===== src/rtl/fifo_rd_pkg.sv =====
// fifo_rd_pkg
// Shared types and constants for the FIFO read-side drain block.
//   rd_state_e   : controller states (IDLE / STREAM / FLUSH)
//   DEF_DATASIZE : default FIFO word width
//   DEF_BURST    : default beats per m_last burst
//   CNT_W        : width of the optional delivered-word counter
//   BEAT_W       : width of the in-burst beat counter (BURST up to 255)
package fifo_rd_pkg;

  typedef enum logic [1:0] {
    IDLE   = 2'd0,
    STREAM = 2'd1,
    FLUSH  = 2'd2
  } rd_state_e;

  localparam int DEF_DATASIZE = 8;
  localparam int DEF_BURST    = 4;
  localparam int CNT_W        = 16;
  localparam int BEAT_W       = 8;

endpackage


===== src/rtl/fifo_rd_skid.sv =====
// fifo_rd_skid
// Two-entry in-order output buffer sitting between the FIFO pop and the
// valid/ready stream. The head entry drives dout directly.
// Ports:
//   rclk, rrst : read clock, async active-high reset
//   clear      : drop all entries (wins over push/pop)
//   push, din  : write a word (ignored when full)
//   pop        : remove the head entry (ignored when empty)
//   dout       : head word, valid : buffer non-empty, occ : 0..2 entries
module fifo_rd_skid
  import fifo_rd_pkg::*;
#(
  parameter int DATASIZE = DEF_DATASIZE
) (
  input  logic                rclk,
  input  logic                rrst,
  input  logic                clear,
  input  logic                push,
  input  logic [DATASIZE-1:0] din,
  input  logic                pop,
  output logic [DATASIZE-1:0] dout,
  output logic                valid,
  output logic [1:0]          occ
);

  logic [DATASIZE-1:0] head_q, head_d;
  logic [DATASIZE-1:0] tail_q, tail_d;
  logic [1:0]          occ_q, occ_d;
  logic                do_push, do_pop;

  assign do_push = push && (occ_q != 2'd2);
  assign do_pop  = pop && (occ_q != 2'd0);

  always_comb begin
    head_d = head_q;
    tail_d = tail_q;
    occ_d  = occ_q;
    if (clear) begin
      occ_d = 2'd0;
    end else begin
      case ({do_push, do_pop})
        2'b10: begin
          if (occ_q == 2'd0) head_d = din;
          else               tail_d = din;
          occ_d = occ_q + 2'd1;
        end
        2'b01: begin
          if (occ_q == 2'd2) head_d = tail_q;
          occ_d = occ_q - 2'd1;
        end
        2'b11: begin
          // occupancy 1: the incoming word replaces the departing head
          head_d = din;
        end
        default: ;
      endcase
    end
  end

  always_ff @(posedge rclk or posedge rrst) begin
    if (rrst) begin
      head_q <= '0;
      tail_q <= '0;
      occ_q  <= 2'd0;
    end else begin
      head_q <= head_d;
      tail_q <= tail_d;
      occ_q  <= occ_d;
    end
  end

  assign dout  = head_q;
  assign valid = (occ_q != 2'd0);
  assign occ   = occ_q;

endmodule


===== src/rtl/fifo_rd_drain.sv =====
// fifo_rd_drain
// Read-clock-domain consumer for the async FIFO. Pops words while the FIFO
// is non-empty and the output buffer has room, presents them as a
// valid/ready stream framed into bursts by m_last, and offers a flush that
// discards buffered and queued words, ending with a flush_done pulse.
// Optional feature macro: FIFO_RD_CNT_EN adds the 16-bit word_cnt port.
// Ports:
//   rclk, rrst            : read clock, async active-high reset
//   en, flush             : stream enable (level), flush request (pulse)
//   rempty, rdata, rinc   : fall-through FIFO read face
//   m_valid/m_ready/m_data/m_last : output stream
//   flush_done            : one-cycle flush completion pulse
//   word_cnt              : accepted-beat count (FIFO_RD_CNT_EN only)
//
// state  | meaning
// IDLE   | no pops; buffered words still drain
// STREAM | pop whenever FIFO non-empty and buffer has room
// FLUSH  | buffer empty, pop and discard until FIFO empty
module fifo_rd_drain
  import fifo_rd_pkg::*;
#(
  parameter int DATASIZE = DEF_DATASIZE,
  parameter int BURST    = DEF_BURST
) (
  input  logic                rclk,
  input  logic                rrst,
  input  logic                en,
  input  logic                flush,
  input  logic                rempty,
  input  logic [DATASIZE-1:0] rdata,
  output logic                rinc,
  output logic                m_valid,
  input  logic                m_ready,
  output logic [DATASIZE-1:0] m_data,
  output logic                m_last,
  output logic                flush_done
`ifdef FIFO_RD_CNT_EN
  ,
  output logic [CNT_W-1:0]    word_cnt
`endif
);

  localparam logic [BEAT_W-1:0] BEAT_MAX = BEAT_W'(BURST - 1);

  rd_state_e         state_q, state_d;
  logic [BEAT_W-1:0] beat_q, beat_d;
  logic              flush_done_q, flush_done_d;
  logic              push, clear, accept;
  logic [1:0]        occ;

  fifo_rd_skid #(.DATASIZE(DATASIZE)) u_skid (
    .rclk  (rclk),
    .rrst  (rrst),
    .clear (clear),
    .push  (push),
    .din   (rdata),
    .pop   (accept),
    .dout  (m_data),
    .valid (m_valid),
    .occ   (occ)
  );

  assign accept = m_valid && m_ready;

  always_ff @(posedge rclk or posedge rrst) begin
    if (rrst) begin
      state_q      <= IDLE;
      beat_q       <= '0;
      flush_done_q <= 1'b0;
    end else begin
      state_q      <= state_d;
      beat_q       <= beat_d;
      flush_done_q <= flush_done_d;
    end
  end

  always_comb begin
    state_d = state_q;
    if (flush) begin
      state_d = FLUSH;
    end else begin
      case (state_q)
        IDLE:    state_d = en ? STREAM : IDLE;
        STREAM:  state_d = en ? STREAM : IDLE;
        FLUSH:   state_d = rempty ? IDLE : FLUSH;
        default: state_d = IDLE;
      endcase
    end
  end

  // rinc depends only on state, rempty and occupancy; never on m_ready.
  always_comb begin
    rinc         = 1'b0;
    push         = 1'b0;
    clear        = flush;
    flush_done_d = 1'b0;
    case (state_q)
      STREAM: begin
        rinc = !rempty && (occ != 2'd2);
        // a word popped in the flush request cycle is discarded
        push = rinc && !flush;
      end
      FLUSH: begin
        rinc         = !rempty;
        flush_done_d = rempty && !flush;
      end
      default: ;
    endcase
  end

  always_comb begin
    beat_d = beat_q;
    if (clear || (state_q == FLUSH)) beat_d = '0;
    else if (accept) beat_d = (beat_q == BEAT_MAX) ? '0 : beat_q + BEAT_W'(1);
  end

  assign m_last     = m_valid && (beat_q == BEAT_MAX);
  assign flush_done = flush_done_q;

`ifdef FIFO_RD_CNT_EN
  logic [CNT_W-1:0] cnt_q, cnt_d;

  // not cleared by flush; free-running wrap at 0xFFFF
  assign cnt_d = accept ? cnt_q + CNT_W'(1) : cnt_q;

  always_ff @(posedge rclk or posedge rrst) begin
    if (rrst) cnt_q <= '0;
    else      cnt_q <= cnt_d;
  end

  assign word_cnt = cnt_q;
`endif

endmodule


===== config.mk =====
export PLATFORM = sky130hd
export DESIGN_NAME = fifo_rd_drain
export DESIGN_NICKNAME = d
export VERILOG_FILES = /design/src/rtl/fifo_rd_pkg.sv /design/src/rtl/fifo_rd_skid.sv /design/src/rtl/fifo_rd_drain.sv
export SDC_FILE = /design/constraint.sdc
export NUM_CORES = 1
export LEC_CHECK = 0
export ABC_AREA = 1
export CELL_PAD_IN_SITES_DETAIL_PLACEMENT = 1
export CELL_PAD_IN_SITES_GLOBAL_PLACEMENT = 1
export CORE_ASPECT_RATIO = 1.1
export CORE_UTILIZATION = 35
export DETAILED_ROUTE_END_ITERATION = 16
export PLACE_DENSITY_LB_ADDON = 0.1
export REMOVE_ABC_BUFFERS = 1
export SYNTH_ARGS = -nofsm -noshare
export SYNTH_HDL_FRONTEND = slang
export SYNTH_SLANG_ARGS = --single-unit

===== constraint.sdc =====
create_clock -name rclk -period 1.45 [get_ports rclk]
set_input_delay 0.145 -clock rclk [delete_from_list [all_inputs] [get_ports rclk]]
set_output_delay 0.145 -clock rclk [all_outputs]
set_load 0.02 [all_outputs]

==> results.toml <==
[run]
max_cap_viol_count = 0

[worst_setup_path]
crit_path_top_delay_cell = "dfrtp_2"
critPathMaxFanout = 3
worstSetupStartpoint = "state_q[0]"
crit_cells = 6
cp-end-kind = "output pin"
crit_buf_inv = 3
rr_worst_depth = 9
cp_top_family = "flip-flops"
ff2ff_setup_slack_ns = -0.13
required_ns = 1.31
cp_common_cell = "inv_2"
slowest_delay_ns = 0.44
r2r_start = "state_q[1]"
critPathLaunchType = "flop"
r2r-end = "u_skid.tail_q[2]"
cp_cell_sequence = "inv_2 > ha_4 > inv_2 > nor2_1 > o21a_1 > buf_6"
cp-endpoint = "rinc"
arrival_ns = 1.46
critical_path_class = "flop to output pin"

[run_status]
violations = "setup timing"
outcome = "finished, violations left"

[power]
powerDensity_nw_per_um2 = 768
p_sw_share_pct = 27.1
power.total_mw = 1.95
power_frac_clock_pct = 34.5
total_leakage_power_nw = 1.31
ir_drop_mv = 0.435
internal_power_mw = 1.43
pwr-share-seq_pct = 45.2
switchingPower_uw = 529
comb_power_share_pct = 20.3

[sta]
min_period_ns = 1.61
hold_slack_ns = 0.248
tightestPinTransition_ns = 0.372
fmax_ghz = 0.621
setup_violations = 20
worst_slack_ns = -0.159
slew_headroom_pct = 75.2
min_period_over_period_pct = 111
rsz0062_at_grt = "yes"
slew_violations = 0
clock_skew_ns = 0.00735
hold_violations = 0

[global_routing]
grt_pass1_vias = 1879
grt_max_degree = 30
antenna_found_initial = 0
grt_pass1_wl_mm = 9.02
grt_usage_pct = 25.0
overflow = 0

[floorplan]
num_rows = 25
start_util_pct = 37.2
die_y_um = 73.8
io_pins = 26
die_x_um = 67.3
die-area_um2 = 4960
fp.coreArea_um2 = 4410

[drt]
wl_per_cell_um = 15.9
viasPerCell = 5.10
drt_wl_total_mm = 5.44
drc = 0
drtAntennaViolNets = 0
drt-initial-drc-count = 92
first_pass_iters = 4
via_count = 1743

[worst_hold_path]
hp-class = "input pin to asynchronous set/reset pin"

[clock_tree]
cts_htree_levels = 2
clkLatencyLatePin_ns = 0.28
hold_buffers = 0
numClockSinks = 29
cts_buffer_depth = 2
cts_tree = "yes"
root_buffer = "clkbuf_8"
clk_pin_slew_ns = 0.06
cts_buffers = 5

[logic_synthesis]
postSynthAreaPerCell_um2 = 7.66
synth_cell_types = 25
syn_inst = 214
yosysWarningCount = 0
synth_area_leaders = "dfrtp_1, nand2_1, nand3_1, ha_1, inv_1"
synth_top_cell_by_area = "dfrtp_1"
synth-seq-area-share_pct = 44.3
syn_area_um2 = 1640
ys_ff_latch = 29
synth_top_area_share_pct = 44.3

[final_layout]
mostFrequentLayoutCell = "nand2_1"
finalNetCount = 307
area_delta_synth_final_pct = 55.3
fill_cells = 536
layout_common_cells = "nand2_1, buf_4, nand3_1"
instances_no_fill = 342
drive_gt1_share_pct = 31.9
num_antenna_cells = 0

[placed_design]
dp.cells = 329
hpwl_mm = 3.86
port_buffers = 25
place_congestion = 0.850
==> flip-flops by register name (all words and copies together) (netlist names) <==
signal,cells
beat_q,8
u_skid.dout,8
u_skid.tail_q,8
state_q,2
u_skid.occ,2
flush_done,1
==> worst min path at each step <==
stage               cells after the start        startpoint                to  slack [ns]
global route                            3              rrst         beat_q[3]        0.31
finish                                  3              rrst         beat_q[7]        0.25
global placement                        2  u_skid.tail_q[2]  u_skid.tail_q[2]        0.45
detailed placement                      2  u_skid.tail_q[5]  u_skid.tail_q[5]        0.47
CTS                                     3              rrst         beat_q[6]        0.26
floorplan                               1             flush        state_q[0]        0.21
==> metal layers <==
layer | track usage, % | vias up | wire [um]
met4 | 9.22 | 0 | 82
met5 | 0 | - | 0
met2 | 44.3 | 35 | 2960
li1 | - | 844 | -
met1 | 29.7 | 855 | 2250
met3 | 4.19 | 9 | 160
==> cells in the mapped netlist <==
| cell type | instances |
|---|---|
| nor2_1 | 9 |
| xor2_1 | 2 |
| o2111ai_1 | 1 |
| nor2_8 | 1 |
| dfrtp_1 | 29 |
| nor3_1 | 2 |
| inv_2 | 3 |
| o31ai_1 | 1 |
| nand2_2 | 3 |
| inv_4 | 1 |
| nand3_4 | 1 |
| nand3_1 | 34 |
| o21ai_0 | 6 |
| o21a_1 | 1 |
| buf_6 | 1 |
| a21oi_1 | 2 |
| clkbuf_1 | 1 |
| ha_1 | 5 |
| inv_1 | 16 |
| buf_2 | 1 |
| buf_4 | 3 |
| nor2_2 | 1 |
| nand2_4 | 2 |
| nand4_1 | 8 |
| nand2_1 | 80 |
==> per-stage QoR <==
| step | instance area [um2] | TNS (ns) | setup slack, ns | utilization (%) |
|---|---|---|---|---|
| after detailed placement | 2240 | -4.75 | -0.324 | 50.8 |
| after global routing | 2550 | -3.43 | -0.206 | 57.7 |
| final | 2550 | -1.62 | -0.159 | 57.7 |
| after global placement | 2240 | -2.63 | -0.264 | 50.8 |
| after floorplan | 1600 | -4.08 | -0.267 | - |
| after CTS | 2510 | -1.49 | -0.0904 | 56.8 |
==> worst reg2reg max path, delay by kind of cell (launching register included) <==
family / cells / cell delay, ns
adder cells (fa/ha/maj): 1 / 0.15
buffers and inverters: 3 / 0.29
flip-flops: 1 / 0.39
AND/OR/NAND/NOR: 5 / 0.68
==> final cells by class <==
class,instances,area (um2),area share [%]
clock buffers,7,86.3,3.39
inverters,20,77.6,3.05
multi-input cells,160,938,36.9
flip-flops and latches,29,727,28.6
well taps,54,67.6,2.65
repair buffers,72,649,25.5
==> power by group through the flow <==
stage	Combinational (mW)	Sequential [mW]	Clock (mW)
after CTS	0.393	0.885	0.679
final	0.397	0.884	0.674
after floorplan	0.104	0.941	0
after global placement	0.346	0.892	0
after global routing	0.433	0.889	0.729
after detailed placement	0.361	0.898	0
==> repair_timing <==
item | in CTS | in global routing
gates cloned | 1 | 0
pin swaps | 17 | 7
gates resized for setup | 46 | 13
setup buffers | 5 | 0
endpoints found under the setup margin | 26 | 27
==> logic make-up (layout without fill, tap and decap cells) <==
group	Yosys count	count (layout)	synth area share (%)
and+or+nand+nor	141	142	39.6
DFF	29	29	44.3
buffers and inverters	26	99	7.33
AOI/OAI and AO/OA	11	11	3.89
adders and majority gates	5	5	3.82
xor gates and xnor gates	2	2	1.07
(Power assumes the default switching activity.)
